<file path="config.mk">
export PLATFORM = sky130hd
export DESIGN_NAME = alu_result_display
export DESIGN_NICKNAME = d
export VERILOG_FILES = /design/src/rtl/alu_result_display.sv
export SDC_FILE = /design/constraint.sdc
export NUM_CORES = 1
export LEC_CHECK = 0
export ABC_AREA = 1
export CAP_MARGIN = 10
export CORE_AREA = 2 2 122 124
export CTS_BUF_LIST = sky130_fd_sc_hd__clkbuf_4 sky130_fd_sc_hd__clkbuf_8 sky130_fd_sc_hd__clkbuf_16
export CTS_CLUSTER_SIZE = 12
export DETAILED_ROUTE_END_ITERATION = 16
export DIE_AREA = 0 0 124 126
export GPL_ROUTABILITY_DRIVEN = 1
export GPL_TIMING_DRIVEN = 0
export HOLD_SLACK_MARGIN = 0.15
export PLACE_DENSITY = 0.48
export SYNTH_ARGS = -nofsm -noshare
export SYNTH_HDL_FRONTEND = slang
export SYNTH_SLANG_ARGS = --single-unit
</file>
<file path="constraint.sdc">
create_clock -name clk -period 8.03 [get_ports clk]
set_input_delay 1.2045 -clock clk [delete_from_list [all_inputs] [get_ports clk]]
set_output_delay 1.2045 -clock clk [all_outputs]
set_load 0.005 [all_outputs]
</file>
<file path="src/rtl/alu_result_display.sv">
// ALU result display stage: sequential double-dabble conversion of an 8-bit result
// into sign + 3 BCD digits, shown on a 4-digit multiplexed common-anode 7-segment display.
module alu_result_display #(
    parameter int REFRESH_DIV = 100000,
    parameter int CNT_W       = 17
) (
    input  logic       clk,
    input  logic       reset,
    input  logic [7:0] value,
    input  logic       signed_mode,
    output logic [6:0] seg,
    output logic [3:0] an,
    output logic       dp,
    output logic       busy
);

    localparam logic [6:0]       SEG_BLANK = 7'h7F;
    localparam logic [6:0]       SEG_MINUS = 7'h3F;
    localparam logic [CNT_W-1:0] REF_LAST  = CNT_W'(REFRESH_DIV - 1);

    typedef enum logic [1:0] {
        S_IDLE  = 2'd0,
        S_SHIFT = 2'd1,
        S_LOAD  = 2'd2
    } state_t;

    state_t           r_state;
    state_t           w_state_nxt;
    logic             w_start;

    logic [8:0]       r_last_pair;
    logic [8:0]       r_conv_pair;
    logic             r_force;
    logic             r_conv_neg;
    logic             r_busy;
    logic [7:0]       r_mag;
    logic [11:0]      r_bcd;
    logic [2:0]       r_bit_cnt;

    logic [3:0]       r_hund;
    logic [3:0]       r_tens;
    logic [3:0]       r_ones;
    logic             r_neg;

    logic [CNT_W-1:0] r_ref_cnt;
    logic [1:0]       r_idx;
    logic [6:0]       r_seg;
    logic [3:0]       r_an;

    logic [8:0]       w_pair;
    logic             w_in_neg;
    logic [7:0]       w_in_mag;
    logic [11:0]      w_bcd_adj;
    logic             w_wrap;
    logic [6:0]       w_seg_nxt;
    logic [3:0]       w_an_nxt;

    function automatic logic [6:0] f_seg7(input logic [3:0] d);
        case (d)
            4'd0:    f_seg7 = 7'h40;
            4'd1:    f_seg7 = 7'h79;
            4'd2:    f_seg7 = 7'h24;
            4'd3:    f_seg7 = 7'h30;
            4'd4:    f_seg7 = 7'h19;
            4'd5:    f_seg7 = 7'h12;
            4'd6:    f_seg7 = 7'h02;
            4'd7:    f_seg7 = 7'h78;
            4'd8:    f_seg7 = 7'h00;
            4'd9:    f_seg7 = 7'h10;
            default: f_seg7 = SEG_BLANK;
        endcase
    endfunction

    assign w_pair   = {signed_mode, value};
    assign w_in_neg = signed_mode & value[7];
    assign w_in_mag = w_in_neg ? (~value + 8'd1) : value;

    // Converter FSM: the pair compare is only evaluated in IDLE, so inputs are ignored while busy.
    always_ff @(posedge clk or posedge reset) begin
        if (reset) r_state <= S_IDLE;
        else       r_state <= w_state_nxt;
    end

    always_comb begin
        w_state_nxt = r_state;
        w_start     = 1'b0;
        case (r_state)
            S_IDLE: begin
                if ((w_pair != r_last_pair) || r_force) begin
                    w_start     = 1'b1;
                    w_state_nxt = S_SHIFT;
                end
            end
            S_SHIFT: if (r_bit_cnt == 3'd7) w_state_nxt = S_LOAD;
            S_LOAD:  w_state_nxt = S_IDLE;
            default: w_state_nxt = S_IDLE;
        endcase
    end

    always_comb begin
        w_bcd_adj = r_bcd;
        for (int i = 0; i < 3; i++) begin
            if (r_bcd[4*i +: 4] >= 4'd5) w_bcd_adj[4*i +: 4] = r_bcd[4*i +: 4] + 4'd3;
        end
    end

    always_ff @(posedge clk or posedge reset) begin
        if (reset) begin
            r_last_pair <= '0;
            r_conv_pair <= '0;
            r_force     <= 1'b1;
            r_conv_neg  <= 1'b0;
            r_busy      <= 1'b0;
            r_mag       <= '0;
            r_bcd       <= '0;
            r_bit_cnt   <= '0;
            r_hund      <= '0;
            r_tens      <= '0;
            r_ones      <= '0;
            r_neg       <= 1'b0;
        end else begin
            case (r_state)
                S_IDLE: begin
                    if (w_start) begin
                        r_mag       <= w_in_mag;
                        r_bcd       <= '0;
                        r_bit_cnt   <= '0;
                        r_conv_neg  <= w_in_neg;
                        r_conv_pair <= w_pair;
                        r_force     <= 1'b0;
                        r_busy      <= 1'b1;
                    end
                end
                S_SHIFT: begin
                    r_bcd     <= {w_bcd_adj[10:0], r_mag[7]};
                    r_mag     <= {r_mag[6:0], 1'b0};
                    r_bit_cnt <= r_bit_cnt + 3'd1;
                end
                S_LOAD: begin
                    r_hund      <= r_bcd[11:8];
                    r_tens      <= r_bcd[7:4];
                    r_ones      <= r_bcd[3:0];
                    r_neg       <= r_conv_neg;
                    r_last_pair <= r_conv_pair;
                    r_busy      <= 1'b0;
                end
                default: r_busy <= 1'b0;
            endcase
        end
    end

    assign w_wrap = (r_ref_cnt == REF_LAST);

    always_ff @(posedge clk or posedge reset) begin
        if (reset) begin
            r_ref_cnt <= '0;
            r_idx     <= '0;
        end else begin
            r_ref_cnt <= w_wrap ? '0 : r_ref_cnt + 1'b1;
            if (w_wrap) r_idx <= r_idx + 2'd1;
        end
    end

    // Leading-zero blanking: tens only blanks when hundreds is also zero.
    always_comb begin
        w_seg_nxt = SEG_BLANK;
        case (r_idx)
            2'd0: w_seg_nxt = f_seg7(r_ones);
            2'd1: w_seg_nxt = (r_hund == 4'd0 && r_tens == 4'd0) ? SEG_BLANK : f_seg7(r_tens);
            2'd2: w_seg_nxt = (r_hund == 4'd0) ? SEG_BLANK : f_seg7(r_hund);
            default: w_seg_nxt = r_neg ? SEG_MINUS : SEG_BLANK;
        endcase
    end

    assign w_an_nxt = ~(4'b0001 << r_idx);

    always_ff @(posedge clk or posedge reset) begin
        if (reset) begin
            r_seg <= SEG_BLANK;
            r_an  <= 4'hF;
        end else begin
            r_seg <= w_seg_nxt;
            r_an  <= w_an_nxt;
        end
    end

    assign seg  = r_seg;
    assign an   = r_an;
    assign dp   = 1'b1;
    assign busy = r_busy;

endmodule

</file>
[Word level (Yosys, flattened, before mapping)]
Memories as Yosys holds them, arrays and structs flattened.
Index checks and enable logic that the tools add are counted.
Storage, ports and cells
  flip-flop bits (word level): 89
  memories: 3
  word-level logic and storage cells: 78
  ROM bits: 336
Cells by class
  shift operators: 1
  order comparisons: 3
  reduce and logical (&&, ||, !) cells: 11
  mux-type cells: 22
  bitwise operators: 4
  equal/unequal tests: 10
  $add $sub $neg: 7
Memories
  (no name shown): words 16, bits a word 7, read ports 1, clocked after memory_dff 0, write ports 0, RTL line 59  | case (d)
  (no name shown): words 16, bits a word 7, read ports 1, clocked after memory_dff 0, write ports 0, RTL line 59
  (no name shown): words 16, bits a word 7, read ports 1, clocked after memory_dff 0, write ports 0, RTL line 59
Operators by type and width (number)
  one-hot mux 12 bit (2 select lines): 1
  two-way mux 7 bit: 3
  one-hot mux 7 bit (3 select lines): 1
  adder 17 x 1 -> 17 bit (second input constant): 1
  equality test 17 bit (second input constant): 1
  two-way mux 17 bit: 1
  two-way mux 8 bit: 2
  one-hot mux 8 bit (2 select lines): 1
  greater-or-equal comparator 4 x 3 -> 1 bit (second input constant): 3
  two-way mux 12 bit: 1
  inequality test 9 bit: 1
  adder 4 x 2 -> 4 bit (second input constant): 2
  adder 8 x 1 -> 8 bit (second input constant): 1
  zero test 4 bit: 2
  two-way mux 4 bit: 2
  NOT 8 bit: 1
  AND reduction 2 bit: 4
  two-way mux 3 bit: 2
  inequality test 2 bit (second input constant): 3
  one-hot mux 3 bit (2 select lines): 1
  equality test 2 x 1 -> 1 bit (second input constant): 2
  equality test 2 bit (second input constant): 2
  zero test 2 bit: 2
  two-way mux 2 bit: 2
  14 further kinds: 16

[Longest topological paths before layout]
Gate-level depths: netlist of the first run.
  word-level depth: 6
  gate-level depth with buffers: 11

[Least setup slack after synthesis of the first run]
Ideal clock, no wire load.
  path kind: input-to-reg
  start point: input port value[2]
  end point: register r_mag[1]
  buffers on the path: 0
  stages: 8
  slack: 5820 ps
  arrival: 2092 ps
  data required time: 7913 ps
  cell sequence: inv_1 o21ai_0 nor2_1 nand2_1 o21bai_4 nand2_1 nand2_1 nand2_1
Between the ends
  cells in the longest elaborated chain, start to end: 6
Ends and longest elaborated chain
  from (decl): RTL line 9  | input logic [7:0] value,
  inequality test 9 bit: RTL line 89  | if ((w_pair != r_last_pair) || r_force) begin
  logical OR 1 bit: RTL line 89
  two-way mux 1 bit: RTL line 89
  two-way mux 1 bit: RTL line 87  | case (r_state)
  inequality test 2 bit (no line)
  AND reduction 2 bit (no line)
  to (signal assigned): RTL line 125  | r_mag <= w_in_mag;
  to (signal assigned): RTL line 136  | r_mag <= {r_mag[6:0], 1'b0};
  to (decl): RTL line 36  | logic [7:0] r_mag;
No other way between the ends.
A chain may end at the register's enable or synchronous reset.

[Final worst setup path of the first run]
  start point: input port signed_mode
  end point: register r_mag[2]
Between the ends
  cells in the longest elaborated chain, start to end: 6
Ends and longest elaborated chain
  from (decl): RTL line 10  | input logic signed_mode,
  inequality test 9 bit: RTL line 89
  logical OR 1 bit: RTL line 89
  two-way mux 1 bit: RTL line 89
  two-way mux 1 bit: RTL line 87
  inequality test 2 bit (no line)
  AND reduction 2 bit (no line)
Several ways; a longest one is shown, not always the timed one. The select of a mux whose other input is x is not followed.

==> results.toml, run 1 <==
[global_route]
grt_max_degree = 60
grt_pass1_vias = 3776
grt.total_usage_pct = 15.2
grt_pass1_wl_microns = 18600
gr-total-overflow = 0
antenna_found_initial = 0

[clock_tree]
worstSkewPairLatency_ps = 350
cts_buffers = 9
hold_buffers = 0
cts_tree = "built"
ctsRootBufferMaster = "clkbuf_16"
cts.repair.resized = 0
cts_buffer_depth = 2
htree_num_levels = 3
post_cts_buffers = 0
path_clk_slew_ps = 60
cts_sinks = 89

[timing]
rsz0062_at_grt = "false"
max_freq_ghz = 0.363
min_period_ps = 2750
finalCritPeriodShare_pct = 34.3
finalSetupViolCount = 0
fin_ws_ps = 5280
hold_viol = 0
tns_ps = 0
slew_headroom_pct = 56.5
drv_slew = 0
worst_slew_pin_slew_ps = 652
fin_skew_ps = 6.71

[logic_synthesis]
synth_edf_count = 0
synth_flop_cell = "dfrtp_1"
ys_seq_area_share_pct = 45.8
synth_warnings = 0
syn-num-nets = 664
synth_area_per_cell_sq_um = 7.87
ys_ff_latch = 89
syn_inst = 622
syn_area_sq_um = 4890
async_reset_ff_share_pct = 100
ys_types = 29

[hold_path]
hold_start = "r_force$_DFFE_PP1P_"
hp-class = "register to register"

[floorplanning]
initial_utilization_pct = 34.2
io_pins = 24
die_y_microns = 126
core.rowCount = 44
die_x_microns = 124
core_sq_um = 14300
dieArea_sq_um = 15600

[layout]
multiInputGateArea_sq_um = 2220
nNetsFinal = 698
diodes = 0
fill_cells = 1458
seq_area_sq_um = 2240
final_area_sq_um = 5670
layout-drive-gt1-share_pct = 6.81
area_growth_pct = 15.7

[placed_design]
gp_congestion = 0.814
placed_area_sq_um = 5380
dp_slack_ps = 4910
dp_hpwl_microns = 8110
portBuffers = 22

[power_and_ir_drop]
power.density_nw_per_um2 = 335
p_leak_uw = 0.00286
peakVddDrop_mv = 0.139

[flow_run]
cap_violations = 0

[detailed_routing]
routed_via_density = 4.76
drtIter0Drc = 271
first_pass_iters = 4
wl_per_cell_microns = 12.9
route.vias.total = 4025
antenna_left = 0
wl_microns = 10900
route.detailed.drc = 0

[setup_path]
critPathLaunchType = "input port"
arrival_ps = 2980
end_kind = "register"
crit_start = "signed_mode"
reg2reg_from = "r_hund[0]$_DFFE_PP0N_"
cp_max_fo = 9
worstPathRequired_ps = 8260
critical_path_class = "input port to register"

[status]
outcome = "finished, final reports clean"
==> sequential cells by signal (all words and copies together) (netlist names), 3 cells and up <==
register / flops
r_ref_cnt: 17
r_bcd: 12
r_conv_pair: 9
r_last_pair: 9
r_mag: 8
seg: 7
an: 4
r_hund: 4
r_ones: 4
r_tens: 4
r_bit_cnt: 3
==> worst paths after layout <==
kind	to	slack, ps	cells after the start
max	r_mag[2]$_DFFE_PP0P_	5280	10
min	r_force$_DFFE_PP1P_	450	2
max reg2reg	seg[1]$_DFF_PP1_	6300	8
min reg2reg	r_force$_DFFE_PP1P_	450	2
max in group asynchronous	an[1]$_DFF_PP1_	6130	3
min in group asynchronous	r_conv_pair[8]$_DFFE_PP0P_	1210	2
==> power breakdown <==
| part | internal (uW) | switching, uW | total (uW) | leakage (uW) |
|---|---|---|---|---|
| Clock | 244 | 168 | 413 | 0.000148 |
| Sequential | 619 | 113 | 732 | 0.00109 |
| Combinational | 299 | 454 | 753 | 0.00162 |
==> kinds of logic after synthesis <==
group / count (synthesis) / share of synthesized area [%]
AND/OR/NAND/NOR: 275 / 23.4
AO/OA/AOI/OAI: 106 / 11.4
buffers and inverters: 106 / 8.74
flip-flops: 89 / 45.8
adder cells (fa/ha/maj): 31 / 7.92
XOR/XNOR: 11 / 1.97
multiplexers: 3 / 0.690
other: 1 / 0.0766
==> layout by cell type, fill, tap and decap left out <==
cell type,instances
inv_4,1
o21bai_4,1
clkdlybuf4s50_1,22
buf_16,1
o21ai_0,65
o21bai_1,1
buf_6,3
nor4_1,1
conb_1,1
o21a_1,1
o31ai_1,2
or2_2,3
clkbuf_4,5
clkbuf_8,2
buf_4,2
a31oi_1,3
xnor2_1,1
nand3_1,51
nand3b_1,2
dfrtp_1,77
o21ai_1,1
nand4_1,8
dfstp_2,12
inv_1,88
ha_1,31
nand2_1,144
clkbuf_16,9
nor3_1,9
inv_2,3
buf_1,2
a21oi_1,32
clkbuf_1,7
xor2_1,10
nor2_1,57
mux2_2,3
==> critical path: stages <==
cell,delay [ps]
clkdlybuf4s50_1,540
inv_1,70
nand2_1,60
nand2_1,110
nor2_1,140
nand2_1,110
o21bai_4,330
nand2_1,230
nand2_1,120
nand2_1,60
==> per-layer routing <==
metal	vias to the layer above	global-route usage (%)	share of wire, %	wire length, microns
li1	2052	-	-	-
met1	1902	21.5	50	5440
met2	54	23.0	45	4920
met3	17	2.31	2.8	300
met4	0	6.48	2.2	238
met5	-	0	0	0
==> per-stage QoR <==
| stage | std cells | hold slack (ps) | util [%] | power (uW) |
|---|---|---|---|---|
| 2_1_floorplan | 622 | 427 | - | 1270 |
| 3_5_place_dp | 829 | 448 | 37.6 | 1500 |
| 6_report | 845 | 449 | 39.6 | 1900 |
| 3_3_place_gp | 828 | 448 | 37.3 | 1490 |
| 4_1_cts | 845 | 458 | 39.6 | 1920 |
| 5_1_grt | 845 | 495 | 39.6 | 2090 |
==> synth_stat cells, types with 2 or more instances <==
| cell | number | area [sq um] |
|---|---|---|
| buf_6 | 3 | 33.8 |
| clkbuf_1 | 7 | 26.3 |
| xor2_1 | 10 | 87.6 |
| buf_1 | 2 | 7.51 |
| o31ai_1 | 2 | 15.0 |
| inv_1 | 89 | 334 |
| a21oi_1 | 32 | 160 |
| nand4_1 | 8 | 50.1 |
| nand3b_1 | 2 | 15.0 |
| nor2_1 | 57 | 214 |
| o21ai_0 | 65 | 325 |
| mux2_2 | 3 | 33.8 |
| inv_2 | 3 | 11.3 |
| nand3_1 | 51 | 255 |
| nor3_1 | 9 | 45.0 |
| a31oi_1 | 3 | 18.8 |
| nand2_1 | 144 | 541 |
| dfrtp_1 | 77 | 1930 |
| buf_4 | 2 | 15.0 |
| or2_2 | 3 | 18.8 |
| ha_1 | 31 | 388 |
| dfstp_2 | 12 | 315 |
==> final cells by class <==
| type | instances | area share, % |
|---|---|---|
| plain buffers | 14 | 1.46 |
| clock buffers | 16 | 5.12 |
| inverters | 92 | 6.14 |
| multi-input cells | 427 | 39.3 |
| flip-flops and latches | 89 | 39.6 |
| well taps | 184 | 4.06 |
| repair buffers | 23 | 4.37 |
Power figures use the tool's default switching activity.
==> run 2, diff against run 1 <==
--- a/config.mk
+++ b/config.mk
@@ -15,7 +15,7 @@
 export GPL_ROUTABILITY_DRIVEN = 1
 export GPL_TIMING_DRIVEN = 0
 export HOLD_SLACK_MARGIN = 0.15
-export PLACE_DENSITY = 0.48
+export PLACE_DENSITY = 0.5
 export SYNTH_ARGS = -nofsm -noshare
 export SYNTH_HDL_FRONTEND = slang
 export SYNTH_SLANG_ARGS = --single-unit
==> constraint.sdc (replaced) <==
create_clock -name clk -period 2.4 [get_ports clk]
set_input_delay 0.36 -clock clk [delete_from_list [all_inputs] [get_ports clk]]
set_output_delay 0.36 -clock clk [all_outputs]
set_load 0.005 [all_outputs]
==> results.toml, run 2 (same netlist as run 1, synthesis figures left out) <==
[floorplanning]
io_pins = 24
core_sq_um = 14300
die_y_microns = 126
core.rowCount = 44
die_x_microns = 124
dieArea_sq_um = 15600
initial_utilization_pct = 34.2

[global_route]
antenna_found_initial = 0
grt_pass1_vias = 3816
gr-total-overflow = 0
grt_pass1_wl_microns = 18700
grt.total_usage_pct = 15.2
grt_max_degree = 34

[setup_path]
cp_max_fo = 9
critical_path_class = "input port to register"
critPathLaunchType = "input port"
worstPathRequired_ps = 2630
end_kind = "register"
arrival_ps = 2200

[clock_tree]
htree_num_levels = 3
ctsRootBufferMaster = "clkbuf_16"
hold_buffers = 0
path_clk_slew_ps = 60
cts_tree = "built"
cts.repair.resized = 0
post_cts_buffers = 0
cts_buffer_depth = 2
worstSkewPairLatency_ps = 340
cts_buffers = 9
cts_sinks = 89

[power_and_ir_drop]
p_leak_uw = 0.00285
power.density_nw_per_um2 = 1120
peakVddDrop_mv = 0.429

[layout]
layout-drive-gt1-share_pct = 6.95
diodes = 0
final_area_sq_um = 5680
nNetsFinal = 699
area_growth_pct = 16.0
mostFrequentLayoutCell = "nand2_1"
largest_reg_flops = 17
final_cell_mix = "nand2_1 (144), inv_1 (88), dfrtp_1 (77)"
fill_cells = 1487
top_regs = "r_ref_cnt: 17 flops, r_bcd: 12 flops"
regMostFlops = "r_ref_cnt"

[placed_design]
portBuffers = 22
dp_hpwl_microns = 8170
placed_area_sq_um = 5390
gp_congestion = 0.796

[timing]
min_period_ps = 1980
rsz0062_at_grt = "false"
slew_headroom_pct = 56.7
finalSetupViolCount = 0
hold_viol = 0
drv_slew = 0
worst_slew_pin_slew_ps = 649
tns_ps = 0
finalCritPeriodShare_pct = 82.4
max_freq_ghz = 0.506
fin_skew_ps = 4.73

[detailed_routing]
highest_layer = "met4"
route.detailed.drc = 0
drtIter0Drc = 247
wl_per_cell_microns = 12.9
first_pass_iters = 4
antenna_left = 0
met3WireLength_microns = 361
wl_microns = 10900
route.vias.total = 4015
routed_via_density = 4.75
wl_met1_microns = 5410
route.met2.wl_microns = 4860

[status]
outcome = "finished, final reports clean"

[flow_run]
cap_violations = 0

[hold_path]
hp-class = "input port to async pin"
## run 2: changes by cell type in the layout (fill, tap and decap cells not counted)
cell / delta
buf_12: +2
buf_16: -1
clkbuf_4: -2
clkinv_2: +1
clkinvlp_4: +2
inv_4: -1
## run 2: worst max-delay path, cell delays in order
cell and delay, ps:
clkdlybuf4s50_1 590, inv_2 60, nand2_1 60, nand2_1 50
nor2_1 140, nand3_1 180, o21bai_4 340, nand2_1 250
nand2_1 110, nand2_1 60
## run 2: cell type report
| type | instances | area [sq um] | area share (%) |
|---|---|---|---|
| Timing Repair Buffer | 24 | 260 | 4.58 |
| Buffer | 14 | 82.6 | 1.45 |
| Sequential cell | 89 | 2240 | 39.5 |
| Multi-Input combinational cell | 427 | 2220 | 39.2 |
| Inverter | 92 | 349 | 6.15 |
| Clock inverter | 2 | 12.5 | 0.220 |
| Clock buffer | 14 | 275 | 4.85 |
| Tap cell | 184 | 230 | 4.06 |
## run 2: metal layers
layer  GRT usage, %  vias to the layer above
met3           2.67                       23
li1               -                     2056
met5              0                        -
met1           21.3                     1861
met2           23.0                       75
met4           6.87                        0
## run 2: worst paths after layout
check / startpoint / cells after the start / slack (ps) / end
worst max register to register: r_last_pair[5]$_DFFE_PP0N_ / 9 / 670 / r_mag[7]$_DFFE_PP0P_
worst min register to register: r_force$_DFFE_PP1P_ / 2 / 460 / r_force$_DFFE_PP1P_
min in group clk: r_force$_DFFE_PP1P_ / 2 / 460 / r_force$_DFFE_PP1P_
worst min-delay path: reset / 2 / 460 / r_hund[1]$_DFFE_PP0N_
max in group asynchronous: reset / 4 / 1060 / r_force$_DFFE_PP1P_
worst max-delay path: value[3] / 10 / 420 / r_mag[7]$_DFFE_PP0P_
## run 2: where the power goes
group	total [uW]	switching, uW	internal, uW	leakage, uW
registers	2460	386	2070	0.00109
clock network	1360	571	792	0.000143
logic	2520	1520	1010	0.00162
total	6340	2470	3870	0.00285
## run 2: through the flow
| step | power (uW) | hold WS (ps) | cells | worst slack [ps] | utilization, % |
|---|---|---|---|---|---|
| 3_5_place_dp | 5020 | 446 | 830 | 43.5 | 37.6 |
| 6_report | 6340 | 455 | 846 | 423 | 39.7 |
| 4_1_cts | 6410 | 457 | 846 | 405 | 39.7 |
| 5_1_grt | 6990 | 493 | 846 | 207 | 39.7 |
| 3_3_place_gp | 4950 | 448 | 828 | -21.5 | 37.4 |
| 2_1_floorplan | 4240 | 427 | 622 | 952 | - |
